### src/rtl/controller_pkg.sv
// controller_pkg: shared encodings for the multicycle RV32I control unit.
//  - state_t      : main FSM states
//  - ALU_*        : 4-bit alucontrol codes consumed by the ALU
//  - ALUOP_*      : internal ALU-operation class handed to alu_decoder
//  - OP_*         : supported opcodes (instr[6:0])
//  - RES_/SRCA_/SRCB_/IMM_* : datapath mux select encodings
package controller_pkg;

  typedef enum logic [3:0] {
    S_FETCH    = 4'd0,
    S_DECODE   = 4'd1,
    S_MEMADR   = 4'd2,
    S_MEMREAD  = 4'd3,
    S_MEMWB    = 4'd4,
    S_MEMWRITE = 4'd5,
    S_EXECUTER = 4'd6,
    S_EXECUTEI = 4'd7,
    S_ALUWB    = 4'd8,
    S_BRANCH   = 4'd9,
    S_JAL      = 4'd10
  } state_t;

  localparam logic [3:0] ALU_ADD = 4'b0000;
  localparam logic [3:0] ALU_SUB = 4'b0001;
  localparam logic [3:0] ALU_AND = 4'b0010;
  localparam logic [3:0] ALU_OR  = 4'b0011;
  localparam logic [3:0] ALU_SLT = 4'b0101;
  localparam logic [3:0] ALU_SLL = 4'b0110;
  localparam logic [3:0] ALU_SRL = 4'b1000;
  localparam logic [3:0] ALU_SRA = 4'b1110;

  localparam logic [1:0] ALUOP_ADD   = 2'b00;
  localparam logic [1:0] ALUOP_SUB   = 2'b01;
  localparam logic [1:0] ALUOP_FUNCT = 2'b10;

  localparam logic [6:0] OP_LOAD   = 7'b0000011;
  localparam logic [6:0] OP_STORE  = 7'b0100011;
  localparam logic [6:0] OP_RTYPE  = 7'b0110011;
  localparam logic [6:0] OP_ITYPE  = 7'b0010011;
  localparam logic [6:0] OP_BRANCH = 7'b1100011;
  localparam logic [6:0] OP_JAL    = 7'b1101111;

  localparam logic [1:0] RES_ALUOUT    = 2'b00;
  localparam logic [1:0] RES_DATA      = 2'b01;
  localparam logic [1:0] RES_ALURESULT = 2'b10;

  localparam logic [1:0] SRCA_PC    = 2'b00;
  localparam logic [1:0] SRCA_OLDPC = 2'b01;
  localparam logic [1:0] SRCA_RS1   = 2'b10;

  localparam logic [1:0] SRCB_RS2  = 2'b00;
  localparam logic [1:0] SRCB_IMM  = 2'b01;
  localparam logic [1:0] SRCB_FOUR = 2'b10;

  localparam logic [1:0] IMM_I = 2'b00;
  localparam logic [1:0] IMM_S = 2'b01;
  localparam logic [1:0] IMM_B = 2'b10;
  localparam logic [1:0] IMM_J = 2'b11;

  // beq (funct3[0]=0) is taken on zero=1; bne (funct3[0]=1) on zero=0.
  function automatic logic branch_taken(input logic funct3_lsb, input logic zero);
    return zero ^ funct3_lsb;
  endfunction

endpackage

### src/rtl/alu_decoder.sv
// alu_decoder: combinational ALU control decode.
//  aluop      in  2  operation class from the main FSM (add / sub / by funct)
//  funct3     in  3  instr[14:12]
//  funct7b5   in  1  instr[30]
//  op5        in  1  instr[5], distinguishes R-type (1) from I-type (0)
//  alucontrol out 4  ALU operation code
//  illegal_f  out 1  funct3 selects an ALU operation this core lacks (sltu/xor)
module alu_decoder
  import controller_pkg::*;
(
  input  logic [1:0] aluop,
  input  logic [2:0] funct3,
  input  logic       funct7b5,
  input  logic       op5,
  output logic [3:0] alucontrol,
  output logic       illegal_f
);

  // Independent of aluop so the FSM can flag it while still in DECODE.
  assign illegal_f = (funct3 == 3'b011) || (funct3 == 3'b100);

  // Map operation class and funct fields onto an ALU code
  always_comb begin
    alucontrol = ALU_ADD;
    case (aluop)
      ALUOP_ADD: alucontrol = ALU_ADD;
      ALUOP_SUB: alucontrol = ALU_SUB;
      ALUOP_FUNCT: begin
        case (funct3)
          // addi has an immediate in instr[30], so only R-type honours it here
          3'b000:  alucontrol = (op5 & funct7b5) ? ALU_SUB : ALU_ADD;
          3'b001:  alucontrol = ALU_SLL;
          3'b010:  alucontrol = ALU_SLT;
          3'b101:  alucontrol = funct7b5 ? ALU_SRA : ALU_SRL;
          3'b110:  alucontrol = ALU_OR;
          3'b111:  alucontrol = ALU_AND;
          default: alucontrol = ALU_ADD;
        endcase
      end
      default: alucontrol = ALU_ADD;
    endcase
  end

endmodule

### src/rtl/multicycle_controller.sv
// multicycle_controller: control unit of the multicycle RV32I core.
//  clk, reset            clock; asynchronous active-high reset (state -> FETCH)
//  op, funct3, funct7b5  instruction fields from the instruction register
//  zero                  ALU zero flag, resolves beq/bne
//  pcwrite, adrsrc, memwrite, irwrite, regwrite  datapath enables/selects
//  resultsrc, alusrca, alusrcb, immsrc           datapath mux selects
//  alucontrol            ALU operation code
//  illegal               one-cycle pulse in DECODE for unsupported op/funct3
module multicycle_controller
  import controller_pkg::*;
(
  input  logic       clk,
  input  logic       reset,
  input  logic [6:0] op,
  input  logic [2:0] funct3,
  input  logic       funct7b5,
  input  logic       zero,
  output logic       pcwrite,
  output logic       adrsrc,
  output logic       memwrite,
  output logic       irwrite,
  output logic       regwrite,
  output logic [1:0] resultsrc,
  output logic [1:0] alusrca,
  output logic [1:0] alusrcb,
  output logic [1:0] immsrc,
  output logic [3:0] alucontrol,
  output logic       illegal
);

  state_t     state_r;
  state_t     next_state_s;
  logic [1:0] aluop_s;
  logic       branch_s;
  logic       pcupdate_s;
  logic       irwrite_s;
  logic       regwrite_s;
  logic       memwrite_s;
  logic       illegal_f_s;
  logic       op_illegal_s;

  alu_decoder u_alu_decoder (
    .aluop      (aluop_s),
    .funct3     (funct3),
    .funct7b5   (funct7b5),
    .op5        (op[5]),
    .alucontrol (alucontrol),
    .illegal_f  (illegal_f_s)
  );

  // State register; reset aborts any instruction immediately
  always_ff @(posedge clk or posedge reset) begin
    if (reset) begin
      state_r <= S_FETCH;
    end else begin
      state_r <= next_state_s;
    end
  end

  // Legality of the instruction currently in the IR
  always_comb begin
    op_illegal_s = 1'b0;
    case (op)
      OP_LOAD, OP_STORE, OP_JAL: op_illegal_s = 1'b0;
      OP_RTYPE, OP_ITYPE:        op_illegal_s = illegal_f_s;
      OP_BRANCH:                 op_illegal_s = (funct3[2:1] != 2'b00);
      default:                   op_illegal_s = 1'b1;
    endcase
  end

  // Next-state and Moore output decode
  always_comb begin
    next_state_s = S_FETCH;
    adrsrc       = 1'b0;
    irwrite_s    = 1'b0;
    regwrite_s   = 1'b0;
    memwrite_s   = 1'b0;
    resultsrc    = RES_ALUOUT;
    alusrca      = SRCA_PC;
    alusrcb      = SRCB_RS2;
    aluop_s      = ALUOP_ADD;
    branch_s     = 1'b0;
    pcupdate_s   = 1'b0;
    illegal      = 1'b0;
    case (state_r)
      S_FETCH: begin
        irwrite_s    = 1'b1;
        alusrcb      = SRCB_FOUR;
        resultsrc    = RES_ALURESULT;
        pcupdate_s   = 1'b1;
        next_state_s = S_DECODE;
      end
      S_DECODE: begin
        // ALU precomputes the branch target OldPC + imm
        alusrca = SRCA_OLDPC;
        alusrcb = SRCB_IMM;
        if (op_illegal_s) begin
          illegal      = 1'b1;
          next_state_s = S_FETCH;
        end else begin
          case (op)
            OP_LOAD, OP_STORE: next_state_s = S_MEMADR;
            OP_RTYPE:          next_state_s = S_EXECUTER;
            OP_ITYPE:          next_state_s = S_EXECUTEI;
            OP_BRANCH:         next_state_s = S_BRANCH;
            OP_JAL:            next_state_s = S_JAL;
            default:           next_state_s = S_FETCH;
          endcase
        end
      end
      S_MEMADR: begin
        alusrca      = SRCA_RS1;
        alusrcb      = SRCB_IMM;
        // op[5] separates store (0100011) from load (0000011)
        next_state_s = op[5] ? S_MEMWRITE : S_MEMREAD;
      end
      S_MEMREAD: begin
        adrsrc       = 1'b1;
        next_state_s = S_MEMWB;
      end
      S_MEMWB: begin
        resultsrc    = RES_DATA;
        regwrite_s   = 1'b1;
        next_state_s = S_FETCH;
      end
      S_MEMWRITE: begin
        adrsrc       = 1'b1;
        memwrite_s   = 1'b1;
        next_state_s = S_FETCH;
      end
      S_EXECUTER: begin
        alusrca      = SRCA_RS1;
        alusrcb      = SRCB_RS2;
        aluop_s      = ALUOP_FUNCT;
        next_state_s = S_ALUWB;
      end
      S_EXECUTEI: begin
        alusrca      = SRCA_RS1;
        alusrcb      = SRCB_IMM;
        aluop_s      = ALUOP_FUNCT;
        next_state_s = S_ALUWB;
      end
      S_ALUWB: begin
        regwrite_s   = 1'b1;
        next_state_s = S_FETCH;
      end
      S_BRANCH: begin
        alusrca      = SRCA_RS1;
        alusrcb      = SRCB_RS2;
        aluop_s      = ALUOP_SUB;
        branch_s     = 1'b1;
        next_state_s = S_FETCH;
      end
      S_JAL: begin
        // PC <= target (ALUOut from DECODE); ALU forms the link value OldPC + 4
        alusrca      = SRCA_OLDPC;
        alusrcb      = SRCB_FOUR;
        pcupdate_s   = 1'b1;
        next_state_s = S_ALUWB;
      end
      default: next_state_s = S_FETCH;
    endcase
  end

  // Immediate format depends on the opcode alone
  always_comb begin
    immsrc = IMM_I;
    case (op)
      OP_STORE:  immsrc = IMM_S;
      OP_BRANCH: immsrc = IMM_B;
      OP_JAL:    immsrc = IMM_J;
      default:   immsrc = IMM_I;
    endcase
  end

  // Architectural enables are held off while reset is asserted
  assign pcwrite  = ~reset & (pcupdate_s | (branch_s & branch_taken(funct3[0], zero)));
  assign irwrite  = ~reset & irwrite_s;
  assign regwrite = ~reset & regwrite_s;
  assign memwrite = ~reset & memwrite_s;

endmodule

### config.mk
export PLATFORM = sky130hd
export DESIGN_NAME = multicycle_controller
export DESIGN_NICKNAME = d
export VERILOG_FILES = /design/src/rtl/controller_pkg.sv /design/src/rtl/alu_decoder.sv /design/src/rtl/multicycle_controller.sv
export SDC_FILE = /design/constraint.sdc
export NUM_CORES = 1
export LEC_CHECK = 0
export BUFFER_PORTS_ARGS = -buffer_cell sky130_fd_sc_hd__buf_2
export CAP_MARGIN = 20
export CORE_MARGIN = 2
export CORE_UTILIZATION = 45
export DETAILED_ROUTE_END_ITERATION = 7
export PLACE_DENSITY = 0.83
export SYNTH_ARGS = -nofsm -noshare
export SYNTH_HDL_FRONTEND = slang
export SYNTH_SLANG_ARGS = --single-unit
### constraint.sdc
create_clock -name clk -period 2.25 [get_ports clk]
set_input_delay 0 -clock clk [delete_from_list [all_inputs] [get_ports clk]]
set_output_delay 0 -clock clk [all_outputs]
set_load 0.005 [all_outputs]
Yosys cells after proc, flatten, opt, wreduce, memory -nomap -nowiden
Index checks and enable logic that the tools add are counted.
- register bits: 4
- bits of input ports: 14
- output and inout port bits: 18
- equal/unequal tests: 25
- muxes and demuxes: 22
- bitwise logic cells: 9
- reduce and logical (&&, ||, !) cells: 15
- operators by type and width (operator ; count):
    4-bit one-hot mux with 5 select lines ; 2
    4-bit one-hot mux with 6 select lines ; 1
    4-bit by 3-bit == test with 1-bit output, second input constant ; 4
    2-bit one-hot mux with 2 select lines ; 4
    7-bit by 6-bit == test with 1-bit output, second input constant ; 2
    7-bit == test, second input constant ; 2
    2-bit OR reduction ; 7
    3-bit == test, second input constant ; 4
    4-bit == test, second input constant ; 3
    1-bit two-way mux ; 9
    3-bit OR reduction ; 3
    4-bit by 2-bit == test with 1-bit output, second input constant ; 2
    4-bit one-hot mux with 2 select lines ; 1
    7-bit by 2-bit == test with 1-bit output, second input constant ; 1
    7-bit by 5-bit == test with 1-bit output, second input constant ; 1
    1-bit bitwise AND ; 6
    3-bit by 2-bit == test with 1-bit output, second input constant ; 2
    3-bit two-way mux ; 2
    2-bit one-hot mux with 3 select lines ; 1
    4-bit by 1-bit == test with 1-bit output, second input constant ; 1
    4-bit zero test ; 1
    4-bit two-way mux ; 1
    4-bit OR reduction ; 1
    3-bit by 1-bit == test with 1-bit output, second input constant ; 1
    other kinds (9) ; 9

Longest topological paths before layout
Gate-level depths: netlist (run 1).
- depth after elaboration: 5
- mapped depth: 7
- mapped depth without buffers: 6

Cells and area by module
Synthesis (run 1) repeated with hierarchy kept, for this count alone.
- cells, all modules: 95
- area, all modules: 643.1 um^2
- by module, submodules not included (module ; instances ; cells an instance ; area each (um^2) ; seq. area each (um^2)):
    multicycle_controller ; 1 ; 73 ; 505.5 ; 100.1
    alu_decoder ; 1 ; 22 ; 137.6 ; 0.0

Worst setup path before layout (run 1)
OpenSTA, ideal clock, no wires.
- kind: flip-flop to output port
- from: reg state_r[3]
- to: out alucontrol[2]
- arrival time: 1368 ps
- slack: 882 ps
- stages on the path, launching flop included: 7
- cells stage by stage: dfrtp_1 buf_2 nor2b_1 and2_1 inv_1 ha_1 nor3b_1
- word-level cells in the longest chain between the ends: 5
- elaborated cells between the ends (all ways): 8
- classes of those cells: eq/ne: 5; mux: 2; reduce/logical: 1
- RTL lines (element ; RTL line ; RTL):
    from (decl) ; multicycle_controller.sv:31 ; state_t state_r;
    from (signal assigned) ; multicycle_controller.sv:56 ; state_r <= next_state_s;
    4-bit by 3-bit == test with 1-bit output ; multicycle_controller.sv:85 ; case (state_r)
    2-bit OR reduction (no line) ; -- ;
    2-bit one-hot mux with 2 select lines (*) ; multicycle_controller.sv:85 ;
    2-bit == test or 2-bit by 1-bit == test with 1-bit output (tied branches) ; alu_decoder.sv:25 ; case (aluop)
    4-bit one-hot mux with 2 select lines (*) ; alu_decoder.sv:25 ;
    to (decl) ; multicycle_controller.sv:27 ; output logic [3:0] alucontrol,
Every way passes the cells marked *; elsewhere a longest branch is shown, timed or not.

Final worst setup path (run 1)
- from: reg state_r[1]
- to: out alucontrol[2]
Same word-level chain as after synthesis.

==> results of run 1 <==
## path summary, 6_finish.rpt
path	from	endpoint	slack (ns)	depth (start not counted)
worst min register to register	state_r[0]$_DFF_PP0_	state_r[2]$_DFF_PP0_	0.75	2
max in group asynchronous	reset	state_r[0]$_DFF_PP0_	1.84	3
min in group asynchronous	reset	state_r[2]$_DFF_PP0_	0.23	3
worst max-delay path	state_r[1]$_DFF_PP0_	alucontrol[2]	0.30	6
worst max register to register	state_r[2]$_DFF_PP0_	state_r[1]$_DFF_PP0_	0.88	3
worst min-delay path	op[5]	state_r[1]$_DFF_PP0_	0.04	2
## cell type report
| type | instances | area [µm²] | share of cell area (%) |
|---|---|---|---|
| Clock buffer | 3 | 22.52 | 2.671 |
| Tap cell | 15 | 18.77 | 2.226 |
| Sequential cell | 4 | 100.1 | 11.87 |
| Multi-Input combinational cell | 81 | 514.2 | 60.98 |
| Timing Repair Buffer | 32 | 165.2 | 19.58 |
| Inverter | 6 | 22.52 | 2.671 |
## critical path, stage by stage, from the launching register on
cell,delay [ns]
dfrtp_1,0.51
nand2b_1,0.25
or2_1,0.28
inv_1,0.09
ha_1,0.25
nor3b_1,0.19
buf_2,0.14
## placed cells by master (no fill, tap or decap), types with 3 or more instances in the layout
master / n
a21oi_1: 3
and2_1: 4
buf_2: 31
clkbuf_4: 3
dfrtp_1: 4
inv_1: 6
nand2_1: 10
nand2b_1: 3
nor2_1: 11
nor2b_1: 3
nor3_1: 5
o21ai_0: 8
## where the power goes
part | switching [mW] | internal (mW)
clock | 0.0324 | 0.0598
combinational | 0.125 | 0.119
sequential | 0.0340 | 0.0832
## layer usage
layer	routed length [µm]	global-route usage, %	share of wire, %
met1	725	25.32	42
met2	871	35.45	51
met3	114	4.310	6.7
met4	0	10.00	0
met5	0	0	0
## cell families (layout without fill, tap and decap cells)
family / Yosys count / in the layout / synth area share [%]
fa+ha+maj: 2 / 2 / 3.724
buf+inv: 12 / 41 / 8.565
compound gates: 26 / 26 / 28.49
flops: 4 / 4 / 14.90
xor+xnor: 3 / 3 / 3.911
simple gates: 50 / 50 / 40.41
## repair_timing
action,CTS,global route
gates resized for setup,0,0
endpoints found under the hold margin,4,0
hold buffers,1,0
## metrics by stage
stage,utilization [%],area [µm²]
2_1_floorplan,-,671.9
3_3_place_gp,60.06,810.8
3_5_place_dp,60.06,810.8
4_1_cts,62.47,843.3
5_1_grt,62.47,843.3
6_report,62.47,843.3
==> results.txt, run 1 <==
syn_area_per_cell: 6.927 µm²
synth cell count leaders: nor2_1 (11), nand2_1 (10), o21ai_0 (8)
status: completed
via/cell ratio: 5.567
EDFF count, synth: 0
CTS tree: yes
worst clock skew: 0.01451 ns
CTS max path bufs: 2
largest net degree at the start of global routing: 15
CP endpoint kind: output port
Biggest register: state_r
H-tree depth: 1
Hold WC Path Type: in2reg
core area: 1350 µm²
main flop type after synthesis: dfrtp_1
Skew-Pair Late Insertion Delay: 0.24 ns
Setup TNS: 0 ns
Synth area leaders: dfrtp_1 (15%), nor2_1 (6.1%), o21ai_0 (6.0%)
vias: 785
Placement Rows: 13
final hold slack: 0.04339 ns
P&R area growth vs syn: 25.51%
Netlist cell types: 40
DRC viols: 0
Total GRT Usage: 21.16%
min cycle time layout: 1.950 ns
RSZ-0062 raised after global routing: false
Diodes inserted: 0
CP Max Fanout: 14
grt ovf: 0
DR iter-0 viols: 15
WS Path Type: reg2out
vias in the first global route: 709
final setup vio count: 0
initial antenna violation count: 0
#FFs+latches synth: 4
arrival time at the worst endpoint: 1.95 ns
# Post-CTS Setup Buffers: 0
DP Worst Slack: 0.5706 ns
Largest regs: state_r: 4 flops
total power: 0.4534 mW
max reg flops: 4
drt wl/cell: 12.13 µm
slew of the pin with the lowest slew margin: 0.3946 ns
Post-Syn Area: 671.9 µm²
Worst EP required: 2.25 ns
maximum vdd ir drop: 0.3916 mV
endpoints failing hold: 0
GP Congestion: 0.8009
Max Cap Violations: 0
yosys warns: 0
CTS clk-pin slew, worst paths: 0.05 ns
Buffers on Ports: 31
Nets: 144
relative slew slack: 73.69%
Die Y: 42.64 µm
crit path launch type: flip-flop
Total Wirelength: 1711 µm
Pre-antenna DRT Iters: 4
Lkg Pwr: 0.4374 nW
ys async rst share: 100.0%
I/O pin total: 32
setup ws final: 0.3000 ns
Cell Pwr Density: 537.7 nW/µm²
Root Buffer: clkbuf_4
max frequency: 512.8 MHz
clock tree sinks: 4
sequential-to-total area share from yosys stat: 14.90%
Gate Count Post-Synth: 97
die area: 1818 µm²
leading area contributor after synthesis: dfrtp_1
post-synth top area share: 14.90%
DP HPWL: 1365 µm
Chip Width: 42.64 µm
initial core utilization: 49.77%
first-pass GRT wire length: 2980 µm
Fillers: 128
Syn Nets: 113
placed insts: 137
most frequent cell after synthesis: nor2_1
fin cells: 141
fin crit share: 86.67%
layout cells sized above 1: 32.54%
TritonCTS Buffers: 3
ANT nets after route: 0
Slew Limit Fails: 0
(Power assumes the default switching activity.)
==> run 2, diff against run 1 <==
SLEW_MARGIN = 20   (was unset)
clock period = 2 ns   (was 2.25 ns; I/O delays follow)
==> results.txt, run 2 (synthesis gave the netlist of run 1 again) <==
Slowest-stage cell, CP: dfrtp_2
via/cell ratio: 5.606 (+0.69%)
TritonCTS Buffers: 3 (unchanged)
CTS tree: yes
DP Worst Slack: 0.2959 ns (-0.2746 ns)
Chip Width: 42.64 µm (unchanged)
setup ws final: 0.1185 ns (-0.1815 ns)
Setup TNS: 0 ns (unchanged)
DR iter-0 viols: 29 (+14)
core area: 1350 µm² (unchanged)
crit path launch type: flip-flop
Top Family by Delay on Critical Path: simple AND/OR/NAND/NOR gates
Slew Limit Fails: 0 (unchanged)
fin util: 63.21% (+0.74 points)
drt wl/cell: 11.72 µm (-3.4%)
Seq. cell area: 102.6 µm² (+2.5%)
Buf+Inv Stages, Crit Path: 2 (unchanged)
CP endpoint kind: output port
H-tree depth: 1 (unchanged)
reg-to-reg endpoint: state_r[3]$_DFF_PP0_
I/O pin total: 32 (unchanged)
endpoints failing hold: 0 (unchanged)
WS Path Type: reg2out
relative slew slack: 71.96% (-1.7 points)
commonest non-fill, non-tap cell in the layout: buf_2
Biggest register: state_r
maximum vdd ir drop: 0.3805 mV (-2.9%)
Pre-antenna DRT Iters: 4 (unchanged)
CTS clk-pin slew, worst paths: 0.04 ns (about the same)
min cycle time layout: 1.881 ns
crit-path max cell delay: 0.48 ns (-0.03 ns)
Hold WC Path Type: in2reg
# Post-CTS Setup Buffers: 0 (unchanged)
fin crit share: 94.07%
most frequent cells in the layout: buf_2 (31), nor2_1 (11), nand2_1 (10)
final setup vio count: 0 (unchanged)
Root Buffer: clkbuf_4
vias: 796 (+1.4%)
Buffers on Ports: 31 (unchanged)
Skew-Pair Late Insertion Delay: 0.24 ns (about the same)
CP Max Fanout: 14 (unchanged)
layout cells sized above 1: 34.65% (+2.1 points)
grt ovf: 0 (unchanged)
max reg flops: 4 (unchanged)
CTS max path bufs: 2 (unchanged)
critical-path cell list: nand2b_1 > or2_1 > inv_1 > ha_1 > nor3b_1 > buf_2
Total GRT Usage: 19.32% (-1.8 points)
P&R area growth vs syn: 27.00%
Total Wirelength: 1664 µm (-2.7%)
Worst EP required: 2.00 ns (-0.25 ns)
die area: 1818 µm² (unchanged)
worst clock skew: 0.006563 ns (-0.007948 ns)
status: completed
initial core utilization: 49.77% (unchanged)
arrival time at the worst endpoint: 1.88 ns (-0.07 ns)
GP Congestion: 0.8081 (+0.90%)
Lkg Pwr: 0.4402 nW (+0.64%)
DP HPWL: 1323 µm (-3.1%)
multi-input logic area: 514.2 µm² (unchanged)
Placement Rows: 13 (unchanged)
Die Y: 42.64 µm (unchanged)
DRC viols: 0 (unchanged)
RSZ-0062 raised after global routing: false
Worst Hold Path Cells: 2 (unchanged)
largest net degree at the start of global routing: 15 (unchanged)
initial antenna violation count: 0 (unchanged)
worst setup path startpoint: state_r[1]$_DFF_PP0_
Fillers: 130 (+1.6%)
max frequency: 531.5 MHz
first-pass GRT wire length: 2746 µm (-7.9%)
R2R setup slack: 0.69 ns (-0.19 ns)
R2R depth: 3 (unchanged)
Largest regs: state_r: 4 flops
Max Cap Violations: 0 (unchanged)
Nets: 145 (+0.69%)
reg2reg start: state_r[3]$_DFF_PP0_
clock tree sinks: 4 (unchanged)
Worst Hold End: state_r[1]$_DFF_PP0_
vias in the first global route: 667 (-5.9%)
Diodes inserted: 0 (unchanged)
Cell Pwr Density: 602.6 nW/µm² (+12%)
min-delay src: op[5]
slew of the pin with the lowest slew margin: 0.4100 ns (+0.01537 ns)
ANT nets after route: 0 (unchanged)
-- run 2: area by class of cell --
cell class | instances | share of cell area, %
Clock buffer | 3 | 2.639
Inverter | 6 | 2.639
Sequential cell | 4 | 12.02
Tap cell | 15 | 2.199
Timing Repair Buffer | 33 | 20.23
Multi-Input combinational cell | 81 | 60.26
-- run 2: repair_timing --
| action | 4_1_cts | 5_1_grt |
|---|---|---|
| gates resized for setup | 0 | 2 |
| setup endpoints to repair | 0 | 2 |
| hold buffers | 1 | 0 |
| hold endpoints to repair | 4 | 0 |
-- run 2: per-stage QoR --
| stage | area [µm²] | hold slack [ns] | power, mW | instances |
|---|---|---|---|---|
| 6_report | 853.3 | 0.02696 | 0.5142 | 142 |
| 3_5_place_dp | 818.3 | -0.07802 | 0.4117 | 138 |
| 5_1_grt | 853.3 | 0.02025 | 0.5591 | 142 |
| 3_3_place_gp | 818.3 | -0.07717 | 0.3981 | 138 |
| 2_1_floorplan | 671.9 | -0.2288 | 0.2976 | 97 |
| 4_1_cts | 850.8 | 0.01790 | 0.5156 | 142 |
-- run 2: how the worst max path moves through the flow --
| stage | cells past startpoint | slack [ns] | endpoint |
|---|---|---|---|
| after floorplan | 6 | 0.63 | alucontrol[2] |
| after global placement | 6 | 0.39 | alucontrol[2] |
| after detailed placement | 6 | 0.30 | alucontrol[2] |
| after CTS | 6 | 0.05 | alucontrol[2] |
| after global routing | 6 | 0.02 | alucontrol[2] |
| final | 6 | 0.12 | alucontrol[2] |
-- run 2: metal layers --
metal  vias to the layer above  global-route usage [%]  part of all wire [%]
met4                         0                   7.500                  0.54
met1                       349                   23.77                    43
li1                        408                       -                     -
met5                         -                       0                     0
met3                         2                   3.879                   5.6
met2                        37                   32.42                    51
-- run 2: power breakdown --
group | leakage, nW | switching (mW) | internal, mW
Clock | 0.0138 | 0.0325 | 0.0670
Combinational | 0.376 | 0.147 | 0.135
Sequential | 0.0507 | 0.0363 | 0.0964
